<file path="src/rtl/arbitro_vc_ponderado_if.sv">
// Bundle between the VC FIFOs, the weighted VC arbiter and the D0/D1 output FIFOs.
// The arbiter uses the slave side; the producer/consumer environment uses the master side.
interface arbitro_vc_ponderado_if #(
    parameter int unsigned DATA_W = 6
);
    logic [DATA_W-1:0] VC0;
    logic [DATA_W-1:0] VC1;
    logic              VC0_empty;
    logic              VC1_empty;
    logic              D0_almost_full;
    logic              D1_almost_full;
    logic              VC0_pop;
    logic              VC1_pop;
    logic [DATA_W-1:0] D0;
    logic [DATA_W-1:0] D1;
    logic              D0_push;
    logic              D1_push;
    logic              owner;

    modport master (
        output VC0, VC1, VC0_empty, VC1_empty, D0_almost_full, D1_almost_full,
        input  VC0_pop, VC1_pop, D0, D1, D0_push, D1_push, owner
    );

    modport slave (
        input  VC0, VC1, VC0_empty, VC1_empty, D0_almost_full, D1_almost_full,
        output VC0_pop, VC1_pop, D0, D1, D0_push, D1_push, owner
    );
endinterface

</file>
<file path="src/rtl/arbitro_vc_ponderado.sv">
// Weighted round-robin pop scheduler for VC0/VC1; routes each popped word by its
// destination bit into D0 or D1 one cycle later, never popping into an almost-full FIFO.
module arbitro_vc_ponderado #(
    parameter int unsigned DATA_W     = 6,
    parameter int unsigned DEST_BIT   = 4,
    parameter int unsigned WEIGHT_VC0 = 3,
    parameter int unsigned WEIGHT_VC1 = 1
) (
    input  logic                   clk,
    input  logic                   reset_L,
    arbitro_vc_ponderado_if.slave  bus
);
    localparam int unsigned CNT_W = 4;
    localparam logic [CNT_W-1:0] W_VC0 = CNT_W'(WEIGHT_VC0);
    localparam logic [CNT_W-1:0] W_VC1 = CNT_W'(WEIGHT_VC1);

    typedef enum logic {
        SERVE_VC0 = 1'b0,
        SERVE_VC1 = 1'b1
    } state_t;

    state_t            state_q, state_d;
    logic [CNT_W-1:0]  cnt_q, cnt_d;
    logic [DATA_W-1:0] d0_q, d0_d;
    logic [DATA_W-1:0] d1_q, d1_d;
    logic              d0_push_q, d0_push_d;
    logic              d1_push_q, d1_push_d;

    logic              elig0, elig1;
    logic              owner_bit, owner_elig, other_elig;
    logic              grant, sel;
    logic [DATA_W-1:0] word;
    logic [CNT_W-1:0]  w_own, w_oth, cnt_inc;

    // Eligibility and grant: owner first, the other VC only when the owner cannot go.
    always_comb begin
        elig0      = !bus.VC0_empty &&
                     !(bus.VC0[DEST_BIT] ? bus.D1_almost_full : bus.D0_almost_full);
        elig1      = !bus.VC1_empty &&
                     !(bus.VC1[DEST_BIT] ? bus.D1_almost_full : bus.D0_almost_full);
        owner_bit  = (state_q == SERVE_VC1);
        owner_elig = owner_bit ? elig1 : elig0;
        other_elig = owner_bit ? elig0 : elig1;
        grant      = 1'b0;
        sel        = owner_bit;
        if (owner_elig) begin
            grant = 1'b1;
            sel   = owner_bit;
        end else if (other_elig) begin
            grant = 1'b1;
            sel   = !owner_bit;
        end
        word = sel ? bus.VC1 : bus.VC0;
    end

    assign bus.VC0_pop = reset_L && grant && !sel;
    assign bus.VC1_pop = reset_L && grant &&  sel;

    // Burst accounting and output routing for the next edge.
    always_comb begin
        state_d   = state_q;
        cnt_d     = cnt_q;
        d0_d      = d0_q;
        d1_d      = d1_q;
        d0_push_d = 1'b0;
        d1_push_d = 1'b0;
        w_own     = owner_bit ? W_VC1 : W_VC0;
        w_oth     = owner_bit ? W_VC0 : W_VC1;
        cnt_inc   = cnt_q + CNT_W'(1);

        if (grant) begin
            if (sel == owner_bit) begin
                if (cnt_inc == w_own) begin
                    state_d = (state_q == SERVE_VC0) ? SERVE_VC1 : SERVE_VC0;
                    cnt_d   = '0;
                end else begin
                    cnt_d   = cnt_inc;
                end
            end else if (w_oth == CNT_W'(1)) begin
                // A single-grant burst by the other VC is already exhausted.
                cnt_d   = '0;
            end else begin
                state_d = (state_q == SERVE_VC0) ? SERVE_VC1 : SERVE_VC0;
                cnt_d   = CNT_W'(1);
            end

            if (word[DEST_BIT]) begin
                d1_d      = word;
                d1_push_d = 1'b1;
            end else begin
                d0_d      = word;
                d0_push_d = 1'b1;
            end
        end
    end

    always_ff @(posedge clk or negedge reset_L) begin
        if (!reset_L) begin
            state_q   <= SERVE_VC0;
            cnt_q     <= '0;
            d0_q      <= '0;
            d1_q      <= '0;
            d0_push_q <= 1'b0;
            d1_push_q <= 1'b0;
        end else begin
            state_q   <= state_d;
            cnt_q     <= cnt_d;
            d0_q      <= d0_d;
            d1_q      <= d1_d;
            d0_push_q <= d0_push_d;
            d1_push_q <= d1_push_d;
        end
    end

    assign bus.D0      = d0_q;
    assign bus.D1      = d1_q;
    assign bus.D0_push = d0_push_q;
    assign bus.D1_push = d1_push_q;
    assign bus.owner   = (state_q == SERVE_VC1);
endmodule

</file>
<file path="src/flat_wrapper.sv">
// flat-port wrapper written by rule: the top's interface ports become plain ports
module arbitro_vc_ponderado_flat 
#(
    parameter int unsigned DATA_W     = 6,
    parameter int unsigned DEST_BIT   = 4,
    parameter int unsigned WEIGHT_VC0 = 3,
    parameter int unsigned WEIGHT_VC1 = 1
)
  (clk, reset_L, bus_VC0, bus_VC1, bus_VC0_empty, bus_VC1_empty, bus_D0_almost_full, bus_D1_almost_full, bus_VC0_pop, bus_VC1_pop, bus_D0, bus_D1, bus_D0_push, bus_D1_push, bus_owner);
  arbitro_vc_ponderado_if #(.DATA_W(DATA_W)) bus_i ();
  input  logic clk;
  input  logic reset_L;
  input wire logic [$bits(bus_i.VC0)-1:0] bus_VC0;
  input wire logic [$bits(bus_i.VC1)-1:0] bus_VC1;
  input wire logic [$bits(bus_i.VC0_empty)-1:0] bus_VC0_empty;
  input wire logic [$bits(bus_i.VC1_empty)-1:0] bus_VC1_empty;
  input wire logic [$bits(bus_i.D0_almost_full)-1:0] bus_D0_almost_full;
  input wire logic [$bits(bus_i.D1_almost_full)-1:0] bus_D1_almost_full;
  output wire logic [$bits(bus_i.VC0_pop)-1:0] bus_VC0_pop;
  output wire logic [$bits(bus_i.VC1_pop)-1:0] bus_VC1_pop;
  output wire logic [$bits(bus_i.D0)-1:0] bus_D0;
  output wire logic [$bits(bus_i.D1)-1:0] bus_D1;
  output wire logic [$bits(bus_i.D0_push)-1:0] bus_D0_push;
  output wire logic [$bits(bus_i.D1_push)-1:0] bus_D1_push;
  output wire logic [$bits(bus_i.owner)-1:0] bus_owner;
  assign bus_i.VC0 = bus_VC0;
  assign bus_i.VC1 = bus_VC1;
  assign bus_i.VC0_empty = bus_VC0_empty;
  assign bus_i.VC1_empty = bus_VC1_empty;
  assign bus_i.D0_almost_full = bus_D0_almost_full;
  assign bus_i.D1_almost_full = bus_D1_almost_full;
  assign bus_VC0_pop = bus_i.VC0_pop;
  assign bus_VC1_pop = bus_i.VC1_pop;
  assign bus_D0 = bus_i.D0;
  assign bus_D1 = bus_i.D1;
  assign bus_D0_push = bus_i.D0_push;
  assign bus_D1_push = bus_i.D1_push;
  assign bus_owner = bus_i.owner;
  arbitro_vc_ponderado #(.DATA_W(DATA_W), .DEST_BIT(DEST_BIT), .WEIGHT_VC0(WEIGHT_VC0), .WEIGHT_VC1(WEIGHT_VC1)) u_core (.clk(clk), .reset_L(reset_L), .bus(bus_i));
endmodule
</file>
<file path="config.mk">
export PLATFORM = sky130hd
export DESIGN_NAME = arbitro_vc_ponderado_flat
export DESIGN_NICKNAME = d
export VERILOG_FILES = /design/src/rtl/arbitro_vc_ponderado_if.sv /design/src/rtl/arbitro_vc_ponderado.sv /design/src/flat_wrapper.sv
export SDC_FILE = /design/constraint.sdc
export NUM_CORES = 1
export LEC_CHECK = 0
export ABC_CLOCK_PERIOD_IN_PS = 3140
export BUFFER_PORTS_ARGS = -buffer_cell sky130_fd_sc_hd__buf_2
export CAP_MARGIN = 20
export CELL_PAD_IN_SITES_DETAIL_PLACEMENT = 1
export CELL_PAD_IN_SITES_GLOBAL_PLACEMENT = 1
export CORE_MARGIN = 3
export CORE_UTILIZATION = 25
export DETAILED_ROUTE_END_ITERATION = 8
export GPL_ROUTABILITY_DRIVEN = 0
export PLACE_DENSITY = 0.53
export SLEW_MARGIN = 20
export SYNTH_ARGS = -nofsm -noshare
export SYNTH_HDL_FRONTEND = slang
export SYNTH_SLANG_ARGS = --single-unit
export TNS_END_PERCENT = 10
</file>
<file path="constraint.sdc">
create_clock -name clk -period 3.14 [get_ports clk]
set_input_delay 0.314 -clock clk [delete_from_list [all_inputs] [get_ports clk]]
set_output_delay 0.314 -clock clk [all_outputs]
set_load 0.05 [all_outputs]
</file>
After elaboration in Yosys (flattened, before gate mapping)
Cells that the tools add are included.

Eq/ne operators: 5. $mul: 0. Div/mod/pow operators: 0. Reduce and logical (&&, ||, !) cells: 14. Shift-type cells: 0. Bitwise operators: 1. $add $sub $neg: 1. Magnitude comparators: 0. Muxes and demuxes: 22.

Operator list (number): 2-to-1 mux 1 bit (17); 2-to-1 mux 4 bit (2); zero test 1 bit (6); 2-to-1 mux 6 bit (1); logical AND 1 bit (5); adder 4 x 1 -> 4 bit, second input constant (1); equality test 4 x 1 -> 1 bit, second input constant (1); equality test 4 bit (1); 2-to-1 mux 2 bit (2); AND reduction 2 bit (2); AND reduction 3 bit (1); != test 2 x 1 -> 1 bit, second input constant (1); != test 2 bit, second input constant (1); equality test 1 bit (1); NOT 1 bit (1).

Word-level logic and storage cells: 49. Memories kept: 0. RAM bits: 0. Input bits: 18. Bits in latches: 0. Memory bits (read-only): 0. Output and inout bits: 17. Register bits: 18.

Logic depth before layout (Yosys ltp)
Depth in word-level cells: 9. Depth in mapped cells: 6. Mapped depth without buffers: 5.

Worst setup path before layout
Ideal clock, no wire load.

Path type: input to output. Start point: input bus_VC0[4]. End point: output bus_VC0_pop. Data required time: 2.826 ns. Arrival: 1.927 ns. Path slack: 0.899 ns. Buffers on the path: 2. Cell stages on the path: 5. Path through: buf_6 -> mux2_4 -> a311o_1 -> buf_6 -> nor2_1.

Word-level cells in the longest chain between the ends: 8. Elaborated cells between the ends (all ways): 12. Classes of those cells: mux: 7; reduce/logical: 5.

RTL lines: start: declaration (RTL line flat_wrapper.sv:13) `input wire logic [$bits(bus_i.VC0)-1:0] bus_VC0;`; 2-to-1 mux 1 bit (*) (RTL line arbitro_vc_ponderado.sv:38) `!(bus.VC0[DEST_BIT] ? bus.D1_almost_full : bus.D0_almost_full);`; zero test 1 bit (*) (RTL line arbitro_vc_ponderado.sv:38); logical AND 1 bit (*) (RTL line arbitro_vc_ponderado.sv:37) `elig0 = !bus.VC0_empty &&`; 2-to-1 mux 1 bit (RTL line arbitro_vc_ponderado.sv:43) `other_elig = owner_bit ? elig0 : elig1;`; 2-to-1 mux 1 bit (RTL line arbitro_vc_ponderado.sv:49) `end else if (other_elig) begin`; 2-to-1 mux 1 bit (RTL line arbitro_vc_ponderado.sv:46) `if (owner_elig) begin`; logical AND 1 bit / zero test 1 bit (equally long branches) (RTL line arbitro_vc_ponderado.sv:56) `assign bus.VC0_pop = reset_L && grant && !sel;`; logical AND 1 bit (*) (RTL line arbitro_vc_ponderado.sv:56); end: declaration (RTL line flat_wrapper.sv:19) `output wire logic [$bits(bus_i.VC0_pop)-1:0] bus_VC0_pop;`.

Mark *: on every way between the ends. The rest lies on a longest branch, timed or not.

Worst setup path after layout
Start point: register u_core.state_q, in the netlist u_core.bus.owner. End point: output bus_VC1_pop.

Word-level cells in the longest chain between the ends: 5. Elaborated cells between the ends (all ways): 9. Classes of those cells: mux: 6; reduce/logical: 3.

RTL lines: start: declaration (RTL line arbitro_vc_ponderado.sv:22) `state_t state_q, state_d;`; start signal: assignment (RTL line arbitro_vc_ponderado.sv:106) `state_q <= state_d;`; 2-to-1 mux 1 bit (RTL line arbitro_vc_ponderado.sv:43); 2-to-1 mux 1 bit (RTL line arbitro_vc_ponderado.sv:49); 2-to-1 mux 1 bit (RTL line arbitro_vc_ponderado.sv:46); logical AND 1 bit (RTL line arbitro_vc_ponderado.sv:57) `assign bus.VC1_pop = reset_L && grant && sel;`; logical AND 1 bit (*) (RTL line arbitro_vc_ponderado.sv:57); end: declaration (RTL line flat_wrapper.sv:20) `output wire logic [$bits(bus_i.VC1_pop)-1:0] bus_VC1_pop;`.

Marks and branches as above.

==> results.tsv <==
stage	metric	value	unit
floorplanning	Die W	73.0	um
drt	Detail Route Antenna Nets	0	
worst_setup_path	Crit. Startpoint	u_core.bus.owner	
logic_synthesis	syn_nets	126	
logic_synthesis	post-synth cell types	37	
worst_setup_path	critical-path cell list	o311ai_2, nor2_1, buf_2	
drt	detailed-route via count	965	
drt	DR iter-0 viols	67	
timing	Final Hold Vio Count	18	
timing	Final Slew Violations	0	
logic_synthesis	Mapped Area	1120	um2
floorplanning	Core ar.	4170	um2
final_layout	fraction of layout cells with a size suffix above 1	37.2	%
floorplanning	Top-Level Pins	35	
logic_synthesis	Seq/Total Area, Yosys	40.1	%
worst_setup_path	Max stage delay on crit path	0.80	ns
worst_setup_path	reg2reg start	u_core.bus.owner	
clock_network	htree depth	1	
flow_run	Max Cap Violations	0	
timing	Worst Skew	0.000727	ns
drt	vias per cell	5.16	
floorplanning	chip height	73.0	um
worst_setup_path	Slowest cell on crit path	o311ai_2	
logic_synthesis	syn_area_per_cell	10.5	um2
floorplanning	FP Rows	23	
logic_synthesis	ranking of synthesized cells by area	dfrtp_1 (40%), o221ai_1 (7.8%), o31ai_1 (6.7%)	
final_layout	n_diodes	0	
logic_synthesis	share of the synthesized area in the top cell type	40.1	%
worst_setup_path	crit path kind	reg -> out	
power_and_ir_drop	P_leak	0.627	nW
clock_network	clk_lat worst skew	0.26	ns
clock_network	post-cts hold buffer count	0	
worst_setup_path	CP required	2.83	ns
timing	Min Hold Slack	-0.00587	ns
global_routing	vias in the first global route	966	
timing	# setup viols final	0	
worst_setup_path	reg2reg path depth	3	
worst_setup_path	Worst setup SP type	flop	
worst_setup_path	R2R Setup Slk	1.20	ns
clock_network	post_cts resized	0	
global_routing	initial antenna violation count	0	
drt	Residual DRC	0	
status	status	finished with violations	
global_routing	pin count of the biggest net entering global routing	20	
logic_synthesis	area leader, netlist	dfrtp_1	
drt	DRT Pass-1 Iters	4	
timing	Rel. slew slack	44.7	%
power_and_ir_drop	peak supply drop	0.000185	V
timing	final worst path period share	71.0	%
worst_setup_path	r2r endpoint	u_core.bus.D1[1]	
clock_network	CTS root buffer	clkbuf_8	
final_layout	area delta synth->final	18.4	%
final_layout	Finished Layout Cells	187	
worst_setup_path	critical path peak fanout	13	
power_and_ir_drop	Pwr per Cell Area	856	nW/um2
logic_synthesis	Syn Inst Count	107	
final_layout	most frequent cells in the layout	buf_2 (33), dfrtp_1 (18), inv_1 (13)	
logic_synthesis	yosys warns	0	
final_layout	commonest non-fill, non-tap cell in the layout	buf_2	
floorplanning	Starting Density	26.9	%
placed_design	Detailed Place HPWL	2.40	mm
drt	WL final	2.93	mm
final_layout	utilization after layout	31.9	%
clock_network	CTS tree	done	
logic_synthesis	#FFs+latches synth	18	
timing	worst-margin pin slew	0.828	ns
final_layout	nets	157	
clock_network	clk slew on worst S/H paths	0.07	ns
placed_design	Inst Count DP	183	
timing	min cycle time layout	2.23	ns
timing	RSZ-0062 raised after global routing	false	
worst_setup_path	arrival time worst endpoint	1.91	ns
clock_network	CTS sink count	18	
worst_hold_path	Min-Delay Path Class	in -> async	
placed_design	IO buf count	33	
clock_network	clock buffer depth	2	
clock_network	cts bufs inserted	3	
drt	WL/cell	15.7	um
worst_setup_path	Worst setup EP type	output pin	
timing	sum of negative setup slack	0	ns
timing	Peak Freq	449	MHz
global_routing	global-route wire length before repair	4.80	mm
floorplanning	Die Area	5330	um2
status	failing checks	hold timing	
global_routing	GR Util All Layers	11.6	%
clock_network	Setup Buffers After CTS	0	
global_routing	GRT overflow	0	
## Yosys cell counts, drive strengths merged
library cell,number
xor2,1
a311o,1
buf,6
mux2,2
nand3,2
nor4,1
and2,1
o31ai,10
o22a,2
nor2,9
a21oi,1
o211ai,1
o221ai,10
nor3,1
o22ai,1
or2,1
clkbuf,1
inv,13
xnor2,2
a22o,7
dfrtp,18
o21ai,2
o311ai,1
conb,1
nand2,1
ha,1
nand2b,1
a211o,1
mux2i,1
a211oi,6
a32o,1
## layer usage
metal | global-route usage [%] | vias up | wire length, um | share of wire [%]
li1 | - | 472 | - | -
met1 | 17.0 | 463 | 1430 | 49
met2 | 16.3 | 25 | 1300 | 44
met3 | 1.65 | 5 | 147 | 5.0
met4 | 6.15 | 0 | 59 | 2.0
met5 | 0 | - | 0 | 0
## how the worst max path moves through the flow
stage               slack (ns)          end  cells after the start
floorplan                 0.90  bus_VC0_pop                      5
global placement          0.99  bus_VC1_pop                      5
detailed placement        0.94  bus_VC1_pop                      5
CTS                       0.89  bus_VC1_pop                      3
global route              0.72  bus_VC1_pop                      3
finish                    0.91  bus_VC1_pop                      3
## report_power, final
group	internal [mW]	switching, mW	total, mW
combinational	0.174	0.405	0.578
clock	0.112	0.0791	0.191
sequential	0.305	0.0651	0.370
## through the flow
step | total power, mW | area [um2] | setup WS [ns]
6_report | 1.14 | 1330 | 0.911
5_1_grt | 1.21 | 1330 | 0.720
4_1_cts | 1.15 | 1330 | 0.890
3_5_place_dp | 0.960 | 1270 | 0.941
3_3_place_gp | 0.949 | 1270 | 0.987
2_1_floorplan | 0.823 | 1120 | 0.899
## cell type report
type | instances | area (um2)
fill | 489 | 2840
multi-input combinational | 69 | 548
sequential | 18 | 450
timing repair buffer | 33 | 165
tap | 50 | 62.6
clock buffer | 4 | 55.1
inverter | 13 | 48.8
## critical path, delay by kind of cell (launching register included)
family / cells / cell delay [ns]
AOI/OAI and AO/OA: 1 / 0.80
DFF: 1 / 0.53
buffers and inverters: 1 / 0.24
and+or+nand+nor: 1 / 0.08
## flip-flops by register name (all words and copies together) (netlist names)
register / count
u_core.bus.D0: 5
u_core.bus.D0_push: 1
u_core.bus.D1: 6
u_core.bus.D1_push: 1
u_core.bus.owner: 1
u_core.cnt_q: 4
## cells by family after synthesis
family          after synthesis  share of synthesized area, %
compound gates               44                          33.7
other cells                   1                         0.334
buf+inv                      20                          11.1
xor+xnor                      3                          2.34
simple gates                 17                          6.90
mux                           3                          4.34
flops                        18                          40.1
fa+ha+maj                     1                          1.11
Note: power is estimated with default switching activity, not from simulation.
